[src/rtl/keyscan_pkg.sv]
// Shared state encoding and default parameter values for the key matrix scanner.
package keyscan_pkg;

    typedef enum logic [1:0] {
        StScan,
        StDebounce,
        StHeld,
        StRelease
    } scan_state_e;

    localparam int unsigned DefNumRows        = 4;
    localparam int unsigned DefNumCols        = 4;
    localparam int unsigned DefScanDiv        = 4;
    localparam int unsigned DefDebounceCycles = 8;
    localparam int unsigned DefRepeatCycles   = 0;

endpackage

[src/rtl/sync_2ff.sv]
// Two-flop synchroniser for asynchronous level inputs; reset is synchronous, active-low.
module sync_2ff #(
    parameter int unsigned Width = 1
) (
    input  logic             clk_i,
    input  logic             rst_ni,
    input  logic [Width-1:0] d_i,
    output logic [Width-1:0] q_o
);

    logic [Width-1:0] meta_q;
    logic [Width-1:0] sync_q;

    always_ff @(posedge clk_i) begin
        if (!rst_ni) begin
            meta_q <= '0;
            sync_q <= '0;
        end else begin
            meta_q <= d_i;
            sync_q <= meta_q;
        end
    end

    assign q_o = sync_q;

endmodule

[src/rtl/key_matrix_scan.sv]
// Row-scanning keypad controller: one-hot row drive, single-key debounce, optional auto-repeat
// and multi-key detection. All outputs come straight from flops.
module key_matrix_scan
    import keyscan_pkg::*;
#(
    parameter int unsigned NUM_ROWS        = DefNumRows,
    parameter int unsigned NUM_COLS        = DefNumCols,
    parameter int unsigned SCAN_DIV        = DefScanDiv,
    parameter int unsigned DEBOUNCE_CYCLES = DefDebounceCycles,
    parameter int unsigned REPEAT_CYCLES   = DefRepeatCycles
) (
    input  logic                                clk,
    input  logic                                reset,
    input  logic [NUM_COLS-1:0]                 cols,
    output logic [NUM_ROWS-1:0]                 rows,
    output logic                                keyValid,
    output logic [$clog2(NUM_ROWS*NUM_COLS)-1:0] keyCode,
    output logic                                keyHeld,
    output logic                                multiKey
);

    localparam int unsigned RowW   = $clog2(NUM_ROWS);
    localparam int unsigned ColW   = $clog2(NUM_COLS);
    localparam int unsigned CodeW  = $clog2(NUM_ROWS * NUM_COLS);
    localparam int unsigned DwellW = $clog2(SCAN_DIV);
    localparam int unsigned DebW   = $clog2(DEBOUNCE_CYCLES + 1);
    localparam int unsigned RepW   = $clog2(REPEAT_CYCLES + 2);

    logic [NUM_COLS-1:0] cols_sync;

    scan_state_e         state_q, state_d;
    logic [RowW-1:0]     row_q, row_d;
    logic [ColW-1:0]     col_q, col_d;
    logic [DwellW-1:0]   dwell_q, dwell_d;
    logic [DebW-1:0]     deb_q, deb_d;
    logic [RepW-1:0]     rep_q, rep_d;
    logic [NUM_ROWS-1:0] rows_q, rows_d;
    logic                key_valid_q, key_valid_d;
    logic [CodeW-1:0]    key_code_q, key_code_d;
    logic                key_held_q, key_held_d;
    logic                multi_key_q, multi_key_d;

    int unsigned         n_high;
    logic [ColW-1:0]     hit_col;
    logic [RowW-1:0]     row_next;
    logic                col_on;

    sync_2ff #(
        .Width (NUM_COLS)
    ) u_sync (
        .clk_i  (clk),
        .rst_ni (reset),
        .d_i    (cols),
        .q_o    (cols_sync)
    );

    // Column population count; hit_col is only meaningful when exactly one column is high.
    always_comb begin
        n_high  = 0;
        hit_col = '0;
        for (int i = 0; i < int'(NUM_COLS); i++) begin
            if (cols_sync[i]) begin
                n_high  = n_high + 1;
                hit_col = ColW'(i);
            end
        end
    end

    assign row_next = (row_q == RowW'(NUM_ROWS - 1)) ? '0 : row_q + RowW'(1);
    assign col_on   = cols_sync[col_q];

    always_comb begin
        state_d     = state_q;
        row_d       = row_q;
        col_d       = col_q;
        dwell_d     = dwell_q;
        deb_d       = deb_q;
        rep_d       = rep_q;
        key_code_d  = key_code_q;
        key_held_d  = key_held_q;
        key_valid_d = 1'b0;
        multi_key_d = 1'b0;

        unique case (state_q)
            StScan: begin
                if (dwell_q == DwellW'(SCAN_DIV - 1)) begin
                    dwell_d = '0;
                    if (n_high == 1) begin
                        col_d   = hit_col;
                        deb_d   = '0;
                        state_d = StDebounce;
                    end else begin
                        row_d       = row_next;
                        multi_key_d = (n_high > 1);
                    end
                end else begin
                    dwell_d = dwell_q + DwellW'(1);
                end
            end
            StDebounce: begin
                if (!col_on) begin
                    state_d = StScan;
                    row_d   = row_next;
                    dwell_d = '0;
                end else if (deb_q == DebW'(DEBOUNCE_CYCLES - 1)) begin
                    key_valid_d = 1'b1;
                    key_held_d  = 1'b1;
                    key_code_d  = CodeW'(row_q * NUM_COLS + col_q);
                    rep_d       = '0;
                    state_d     = StHeld;
                end else begin
                    deb_d = deb_q + DebW'(1);
                end
            end
            StHeld: begin
                if (!col_on) begin
                    deb_d   = '0;
                    state_d = StRelease;
                end else if (REPEAT_CYCLES > 0) begin
                    if (rep_q == RepW'(REPEAT_CYCLES - 1)) begin
                        key_valid_d = 1'b1;
                        rep_d       = '0;
                    end else begin
                        rep_d = rep_q + RepW'(1);
                    end
                end
            end
            StRelease: begin
                if (col_on) begin
                    rep_d   = '0;
                    state_d = StHeld;
                end else if (deb_q == DebW'(DEBOUNCE_CYCLES - 1)) begin
                    key_held_d = 1'b0;
                    row_d      = row_next;
                    dwell_d    = '0;
                    state_d    = StScan;
                end else begin
                    deb_d = deb_q + DebW'(1);
                end
            end
            default: state_d = StScan;
        endcase

        // Row drive is registered from the next row index so it tracks rowIdx without lag.
        rows_d        = '0;
        rows_d[row_d] = 1'b1;
    end

    always_ff @(posedge clk) begin
        if (!reset) begin
            state_q     <= StScan;
            row_q       <= '0;
            col_q       <= '0;
            dwell_q     <= '0;
            deb_q       <= '0;
            rep_q       <= '0;
            rows_q      <= {{(NUM_ROWS - 1){1'b0}}, 1'b1};
            key_valid_q <= 1'b0;
            key_code_q  <= '0;
            key_held_q  <= 1'b0;
            multi_key_q <= 1'b0;
        end else begin
            state_q     <= state_d;
            row_q       <= row_d;
            col_q       <= col_d;
            dwell_q     <= dwell_d;
            deb_q       <= deb_d;
            rep_q       <= rep_d;
            rows_q      <= rows_d;
            key_valid_q <= key_valid_d;
            key_code_q  <= key_code_d;
            key_held_q  <= key_held_d;
            multi_key_q <= multi_key_d;
        end
    end

    assign rows     = rows_q;
    assign keyValid = key_valid_q;
    assign keyCode  = key_code_q;
    assign keyHeld  = key_held_q;
    assign multiKey = multi_key_q;

endmodule

[config.mk]
export PLATFORM = sky130hd
export DESIGN_NAME = key_matrix_scan
export DESIGN_NICKNAME = d
export VERILOG_FILES = /design/src/rtl/keyscan_pkg.sv /design/src/rtl/sync_2ff.sv /design/src/rtl/key_matrix_scan.sv
export SDC_FILE = /design/constraint.sdc
export NUM_CORES = 1
export LEC_CHECK = 0
export BUFFER_PORTS_ARGS = -buffer_cell sky130_fd_sc_hd__buf_4
export CORE_MARGIN = 2
export CORE_UTILIZATION = 54
export CTS_BUF_LIST = sky130_fd_sc_hd__clkbuf_8
export DETAILED_ROUTE_END_ITERATION = 10
export PLACE_DENSITY_LB_ADDON = 0.2
export SLEW_MARGIN = 20
export SYNTH_ARGS = -nofsm -noshare
export SYNTH_HDL_FRONTEND = slang
export SYNTH_SLANG_ARGS = --single-unit
export TNS_END_PERCENT = 20
[constraint.sdc]
create_clock -name clk -period 6.2 [get_ports clk]
set_clock_uncertainty 0.15 [all_clocks]
set_input_delay 0.31 -clock clk [delete_from_list [all_inputs] [get_ports clk]]
set_output_delay 0.31 -clock clk [all_outputs]
set_load 0.02 [all_outputs]
==> results by stage, run 1 <==
Worst setup path:
- The end of the worst register-to-register path is deb_q[3]$_SDFFE_PN0P_.
- The critical path required time is about 6.2 ns.
- The critical path goes through inv_1, ha_1, xor2_1, ha_1, and4b_1, or4_4, and4_4, o21bai_1, o311ai_1.
- Along the worst path, the maximum fanout reaches 6.
- The slowest stage of the critical path is the or4_4 cell.
- In this run the register-to-register setup slack is 3.23 ns.
- The delay of the slowest cell on the worst path is about 0.54 ns.
- The arrival time at the worst endpoint is approximately 3.0 ns.
- The number of cells on the worst reg-to-reg path is 9.
- The kind of cell with the highest combined delay on the critical path is simple AND/OR/NAND/NOR gates.
- Together, buffers and inverters on the worst path number 1.
- The worst setup path is of the flop to flop kind.
- The startpoint identified for the worst register-to-register timing path is u_sync.q_o[1]$_SDFF_PN0_.
- The worst setup path is captured at a flop.
- The category of the worst setup path launch point is a flop.
- The cell occurring most often along the worst timing path is ha_1.
- The most critical setup path has its startpoint at u_sync.q_o[1]$_SDFF_PN0_.

Timing:
- At the pin with the least slew margin, the transition time is around 0.62 ns.
- Setup repair after global routing left no endpoint under its margin.
- The number of endpoints failing setup at the final stage is 0.
- The worst path needs ~3.0 ns of the cycle, external delays included.
- The number of max-slew violations in the final report came to 0.
- Static timing analysis puts the maximum clock frequency at 337 MHz.
- The tightest slew margin relative to the limit is roughly 59%.
- The post-route fraction of the period consumed by the critical path is between 40% and 50%.
- The number of failing hold endpoints at the final stage is 0.
- Summed over all failing endpoints, the final setup total negative slack is 0 ns.

Die:
- In this run the core area contains 18 standard-cell rows.
- The height of the die is around 55 um.
- The placeable core region is 0.00245 mm^2.
- 17 I/O pins were placed.
- In this run the horizontal extent of the chip is around 55 um.
- For this configuration, the core starts out at a cell density of 56.7%.
- The die covers between 0.003 and 0.004 mm^2.

Placed design:
- In this run the tool buffered the top-level ports with 16 buffer cells.
- The half-perimeter wire length after detailed placement is 1830 um.
- At the end of routability-driven placement, the weighted congestion stood at between 0.8 and 0.9.
- The post-placement cell area is 0.00151 mm^2.
- The number of placed instances with taps included is between 150 and 200.

Synth:
- The number of distinct standard cells referenced by the synthesized netlist is 41.
- Of the post-synthesis cell area, the dominant cell type holds roughly 45%.
- The share of async-settable or async-resettable flops after synthesis is 0%.
- Ranked by instance count, the synthesized netlist is headed by dfxtp_1 (31), nand2_1 (15), nor2_1 (14).
- Each instance of the synthesized netlist takes up on average approximately 9.4 um^2.
- The flip-flop cell with the highest count after synthesis is dfxtp_1.
- After synthesis the netlist holds a flip-flop and latch count of 31.
- The share of the Yosys chip area taken by registers is approximately 45%.
- The number of warning messages in the yosys log is 0.
- The biggest area contributor in the post-synthesis netlist is dfxtp_1.
- In this run the cell area of the synthesized design comes to about 0.0014 mm^2.
- Synthesis produced a netlist with a net count of between 150 and 200.
- The count of mapped cells out of synthesis is approximately 150.
- The synthesized design contains 0 enable-type register cells.
- After synthesis, the cell types taking the most area are dfxtp_1 (45%), ha_1 (5.4%), mux2i_1 (4.3%).
- dfxtp_1 is the most common cell in the netlist.

Detailed routing:
- The initial DRC count is 12.
- The number of detailed-route iterations in the first pass is 4.
- The mean number of vias per cell is around 5.7.
- After detailed routing, the average wire length per cell comes to roughly 13 um.
- In the routed design, unresolved DRC markers number 0.
- Detailed routing inserted a total of ~1.1k vias.
- The final routed wirelength across all metal layers is roughly 2500 um.
- In this run the remaining antenna-violating nets after routing total 0.

Pwr:
- The worst-case IR drop observed on VDD is between 0.00015 and 0.0002 V.
- The static power due to leakage is between 0.0006 and 0.0007 uW.
- Dividing total power by cell area gives a power density of about 260 mW/mm^2.
- Overall power consumption after layout is estimated at 416 uW.

Cells and area:
- The finished layout holds between 150 and 200 standard cells, fillers aside.
- The number of antenna diodes in the final layout is 0.
- Of the cells placed in the final design, the portion with a size suffix greater than 1 is 17.1%.
- After the last flow step, the layout net total stands at around 180.
- The relative area change from synthesis to final layout is 15.7%.
- The summed area of non-filler cells in the final layout is around 0.0016 mm^2.
- The share of the core filled with cells in the final layout is between 60% and 70%.

Job:
- The tool flagged a number of max-cap violations equal to 0.

Clocking:
- In this run, CTS created clock tree buffers numbering 5.
- TritonCTS built the clock tree.
- Gates resized during post-CTS repair numbered 0.
- CTS built an H-tree with a depth of 2.
- After clock tree synthesis, the setup repair step added 0 buffers.
- The insertion delay of the later-clocked pin in the worst-skew pair is 0.27 ns.
- The total of hold buffers inserted after clock tree synthesis is 0.
- Clock-pin slew was measured on the worst setup and hold paths at approximately 0.060 ns.
- The maximum number of buffers from clock root to sink is 2.
- The root buffer cell chosen for the clock tree is clkbuf_8.
- For this design, the sink count on the clock tree is 31.

Global route:
- The via count of the first global-routing pass is just under 1k.
- The first global-routing pass estimated 4110 um of wire.
- The initial antenna violation count was 0.
- The all-layer global routing usage is just under 20%.
- The pin count of the biggest net entering global routing is 25.
- The final global-route overflow total is 0.

Outcome:
- The run finished with clean final reports.

Worst hold path:
- The min-delay analysis places its worst path in the category input pin to flop.
- The number of instances on the worst hold path is 2.
- In this run the most critical hold path is launched from cols[3].
- The end point of the most critical hold path is u_sync.meta_q[3]$_SDFF_PN0_.
sequential cells by signal, indices dropped and copies added (netlist names), 2 cells and up, named ones only:
name and flops:
dwell_q 2, u_sync.q_o 4, rows 4, row_q 2, deb_q 4, col_q 2, keyCode 4, u_sync.meta_q 4
cells in the final DEF, fill, tap and decap left out, types with 2 or more instances in the layout:
cell type	Yosys	final
a211oi_1	2	2
a21oi_1	4	4
and2_1	8	8
buf_4	0	16
clkbuf_8	0	7
dfxtp_1	31	31
ha_1	6	6
inv_1	7	8
mux2i_1	6	6
nand2_1	15	15
nand2b_1	2	2
nand3_1	4	4
nand4_1	2	2
nand4b_1	2	2
nor2_1	14	14
nor2b_1	2	2
nor3_1	2	2
nor4b_1	2	2
o21ai_0	4	4
o22ai_1	2	2
o311ai_1	2	2
o31ai_1	4	4
xnor2_1	2	2
metal layers:
layer | global-route usage (%) | vias to the layer above | part of all wire [%]
li1 | - | 548 | -
met1 | 22.9 | 527 | 47
met2 | 32.3 | 23 | 47
met3 | 5.74 | 5 | 4.1
met4 | 8.33 | 0 | 1.6
met5 | 0 | - | 0
how the worst max path moves through the flow:
stage	depth (start not counted)	slack (ns)	to
global route	9	3.06	deb_q[3]$_SDFFE_PN0P_
CTS	9	3.23	deb_q[3]$_SDFFE_PN0P_
floorplan	9	3.43	deb_q[3]$_SDFFE_PN0P_
detailed placement	9	3.25	deb_q[3]$_SDFFE_PN0P_
global placement	9	3.34	deb_q[3]$_SDFFE_PN0P_
finish	9	3.23	deb_q[3]$_SDFFE_PN0P_
power by group:
group	switching, uW	leakage (uW)	internal, uW
clock	68.2	0.0000557	99.5
sequential	5.64	0.000252	206
combinational	19.0	0.000375	17.0
total	92.8	0.000683	323
kinds of logic (layout without fill, tap and decap cells):
| logic type | Yosys count | after routing | synth area share (%) |
|---|---|---|---|
| XOR/XNOR | 3 | 3 | 1.89 |
| buffers and inverters | 15 | 31 | 4.67 |
| flip-flops | 31 | 31 | 44.6 |
| AND/OR/NAND/NOR | 60 | 60 | 23.7 |
| adder cells (fa/ha/maj) | 6 | 6 | 5.39 |
| multiplexers | 7 | 7 | 5.93 |
| AO/OA/AOI/OAI | 26 | 26 | 13.8 |
per-stage QoR:
step,hold slack [ns],setup WS (ns)
floorplan,0.262,3.43
global placement,0.264,3.34
detailed placement,0.268,3.25
CTS,0.0922,3.23
global route,0.0968,3.06
finish,0.0959,3.23
layout make-up:
cell class,count,area (um^2)
clock buffer,7,96.3
clock inverter,1,3.75
fill,207,843
inverter,7,26.3
multi-input combinational,102,707
sequential,31,621
tap,30,37.5
timing repair buffer,16,120
(Power assumes the default switching activity.)
==> run 2: changes to the inputs <==
--- a/config.mk
+++ b/config.mk
@@ -7,7 +7,7 @@
 export LEC_CHECK = 0
 export BUFFER_PORTS_ARGS = -buffer_cell sky130_fd_sc_hd__buf_4
 export CORE_MARGIN = 2
-export CORE_UTILIZATION = 54
+export CORE_UTILIZATION = 53
 export CTS_BUF_LIST = sky130_fd_sc_hd__clkbuf_8
 export DETAILED_ROUTE_END_ITERATION = 10
 export PLACE_DENSITY_LB_ADDON = 0.2
==> constraint.sdc (replaced) <==
create_clock -name clk -period 2.49 [get_ports clk]
set_clock_uncertainty 0.15 [all_clocks]
set_input_delay 0.1245 -clock clk [delete_from_list [all_inputs] [get_ports clk]]
set_output_delay 0.1245 -clock clk [all_outputs]
set_load 0.02 [all_outputs]
==> run 2 against run 1 <==
Compared with the run above:
- the run now ends with negative setup slack left
- routed wire length increased by 6.9%
- first-iteration DRC count increased by 33%
- worst setup slack got worse by 3.3 ns
- die area increased by 1.8%
- power increased to 2.6 times the previous value
- final area increased by 10%
- register-to-register slack got worse by 3.3 ns
- clock power increased to 2.6 times the previous value
- global-route usage increased by 0.17 points
- sequential power increased by 150%
- worst hold slack improved by 0.19 ns
- critical path type unchanged
- largest power group unchanged
- highest routed layer unchanged
==> results by stage, run 2 (same netlist as run 1, synthesis figures left out) <==
Cells and area:
- The share of cells above drive strength 1 was 25.8% (+8.8 points).
- The non-filler instance count after layout came to 208 (+7.2%).
- The top cell types in the final layout, fill and taps aside, are dfxtp_1 (29), buf_4 (24), nand2_1 (15), nor2_1 (14), and2_1 (8).
- The relative area change from synthesis to final layout is 27.8%.
- The commonest non-fill, non-tap cell in the layout is dfxtp_1.
- The number of nets in the final layout was 189 (+8.0%).
- The summed area of non-filler cells in the final layout is 0.00178 mm^2 (+10%).
- The number of antenna diodes is 0 (unchanged).

Clocking:
- The cell sitting at the root of the clock tree is a clkbuf_8.
- The maximum number of buffers from clock root to sink came to 2 (unchanged).
- The number of buffers created by CTS is 5 (unchanged).
- The total clock sinks was 31 (unchanged).
- The clock-pin slew on the worst setup and hold paths is 0.06 ns (about the same).
- TritonCTS built the clock tree.
- The total number of H-tree levels came to 2 (unchanged).
- The insertion delay of the later-clocked pin in the worst-skew pair is 0.29 ns (+0.02 ns).

Worst setup path:
- The arrival time at the worst endpoint is 2.59 ns (-0.41 ns).
- The critical path required time is 2.54 ns (-3.69 ns).
- The category of the critical setup timing path is flop to flop.
- The biggest fanout along the worst timing path came to 5 (-1).
- The worst flop-to-flop path startpoint is u_sync.q_o[0]$_SDFF_PN0_.
- The category of the worst setup path launch point is a flop.
- The nature of the critical path endpoint is a flop.
- The critical path starts at u_sync.q_o[0]$_SDFF_PN0_.

Placed design:
- The placer congestion estimate is 0.785 (-2.9%).
- The worst-case setup slack after placement came to -0.124 ns (-3.37 ns).
- The number of placed instances with taps included was 193 (+3.8%).
- The count of buffers from port buffering came to 16 (unchanged).
- The half-perimeter wire length after detailed placement is 1820 um (-0.81%).
- The post-placement cell area was 0.00159 mm^2 (+5.2%).

Pwr:
- The largest voltage drop on the vdd net is 0.000581 V (+220%).
- The static power due to leakage is 0.000767 uW (+12%).
- The power per cell area is 601 mW/mm^2 (+130%).

Die:
- The placeable core region is 0.00248 mm^2 (+0.92%).
- The starting density of the core is 56.2% (-0.52 points).
- The horizontal extent of the die is 55.3 um (+0.88%).
- The height of the die was 55.3 um (+0.88%).
- The number of standard-cell rows in the floorplan was 18 (unchanged).
- The number of I/O pins was 17 (unchanged).
- The area enclosed by the die boundary is 0.00305 mm^2 (+1.8%).

Detailed routing:
- The final routed wirelength across all metal layers came to 2680 um (+6.9%).
- The residual DRC count is 0 (unchanged).
- The number of detailed-route iterations in the first pass is 4 (unchanged).
- The post-detailed-route wirelength per cell is 12.9 um (-0.26%).
- The routed via count is 1165 (+5.6%).
- The initial DRC count is 16 (+4).
- The mean number of vias per cell is 5.60 (-1.5%).
- The post-detailed-route count of antenna-violating nets is 0 (unchanged).

Timing:
- The number of max-slew violations in the final report is 0 (unchanged).
- The number of failing hold endpoints at the final stage is 0 (unchanged).
- The minimum period implied by the final worst setup slack is 2.54 ns (-0.423 ns).
- The minimum hold slack is 0.285 ns (+0.189 ns).
- The post-route fraction of the period consumed by the critical path is 102% (+54 points).
- The worst path setup slack after routing is -0.0524 ns (-3.29 ns).
- The maximum clock frequency is 393 MHz (+17%).
- The tightest slew margin relative to the limit is 74.3% (+16 points).
- The number of endpoints failing setup at the final stage is 5 (+5).
- Setup repair after global routing could not meet its margin everywhere.
- The slew of the pin with the lowest slew margin is 0.382 ns (-0.235 ns).

Global route:
- The first-pass GRT wire length came to 4760 um (+16%).
- The via count of the first global-routing pass was 1147 (+16%).
- The pin count of the biggest net entering global routing was 25 (unchanged).
- The initial antenna violation count is 0 (unchanged).
- The final global-route overflow total is 0 (unchanged).
- The all-layer global routing usage is 19.6% (+0.17 points).

Job:
- The number of maximum-capacitance constraint violations is 0 (unchanged).

Worst hold path:
- The tightest min-delay check is of the flop to flop type.
- The startpoint identified for the worst hold timing path is u_sync.meta_q[2]$_SDFF_PN0_.

Outcome:
- The final reports fail on negative setup slack.
- The run finished, with violations left.
## run 2: metrics by stage
| step | total power, uW | TNS [ns] | util (%) |
|---|---|---|---|
| final | 1070 | -0.198 | 71.8 |
| after global routing | 1110 | -1.27 | 71.8 |
| after CTS | 1070 | -0.181 | 70.6 |
| after detailed placement | 638 | -0.551 | 64.2 |
| after global placement | 634 | -0.273 | 64.2 |
| after floorplan | 607 | -0.125 | - |
## run 2: worst max-delay path: stages, from the launching register on
cell      delay (ns)
dfxtp_2         0.35
inv_2           0.05
ha_4            0.24
xor2_2          0.14
ha_1            0.31
and4b_1         0.19
or4_4           0.44
and4_4          0.19
o21bai_4        0.20
o311ai_2        0.20
## run 2: worst paths after layout
check                           slack, ns                       end  depth (start not counted)
worst max-delay path                -0.05     deb_q[3]$_SDFFE_PN0P_                          9
worst min-delay path                 0.29  u_sync.q_o[2]$_SDFF_PN0_                          1
worst max register to register      -0.05     deb_q[3]$_SDFFE_PN0P_                          9
worst min register to register       0.29  u_sync.q_o[2]$_SDFF_PN0_                          1
## run 2: final cells by class
cell class / instances / area [um^2]
multi-input combinational: 102 / 751
clock inverter: 1 / 3.75
fill: 200 / 698
tap: 30 / 37.5
timing repair buffer: 30 / 241
inverter: 7 / 26.3
clock buffer: 7 / 96.3
sequential: 31 / 623
## run 2: report_power, final
part / internal, uW / total [uW] / switching, uW
combinational: 58.4 / 112 / 53.1
clock: 248 / 430 / 182
sequential: 514 / 528 / 13.9
total: 820 / 1070 / 249
## run 2: timing repair
item	in CTS	in global routing
buffers inserted	1	1
setup endpoints to repair	9	13
pin swaps	5	3
hold buffers	5	0
endpoints found under the hold margin	5	0
gates resized for setup	0	6
## run 2: metal layers
| layer | up-vias | wire length, um | track usage (%) | part of all wire, % |
|---|---|---|---|---|
| met5 | - | 0 | 0 | 0 |
| met4 | 0 | 37 | 7.32 | 1.4 |
| met1 | 552 | 1140 | 20.1 | 42 |
| li1 | 581 | - | - | - |
| met3 | 6 | 143 | 7.96 | 5.3 |
| met2 | 26 | 1360 | 35.2 | 51 |
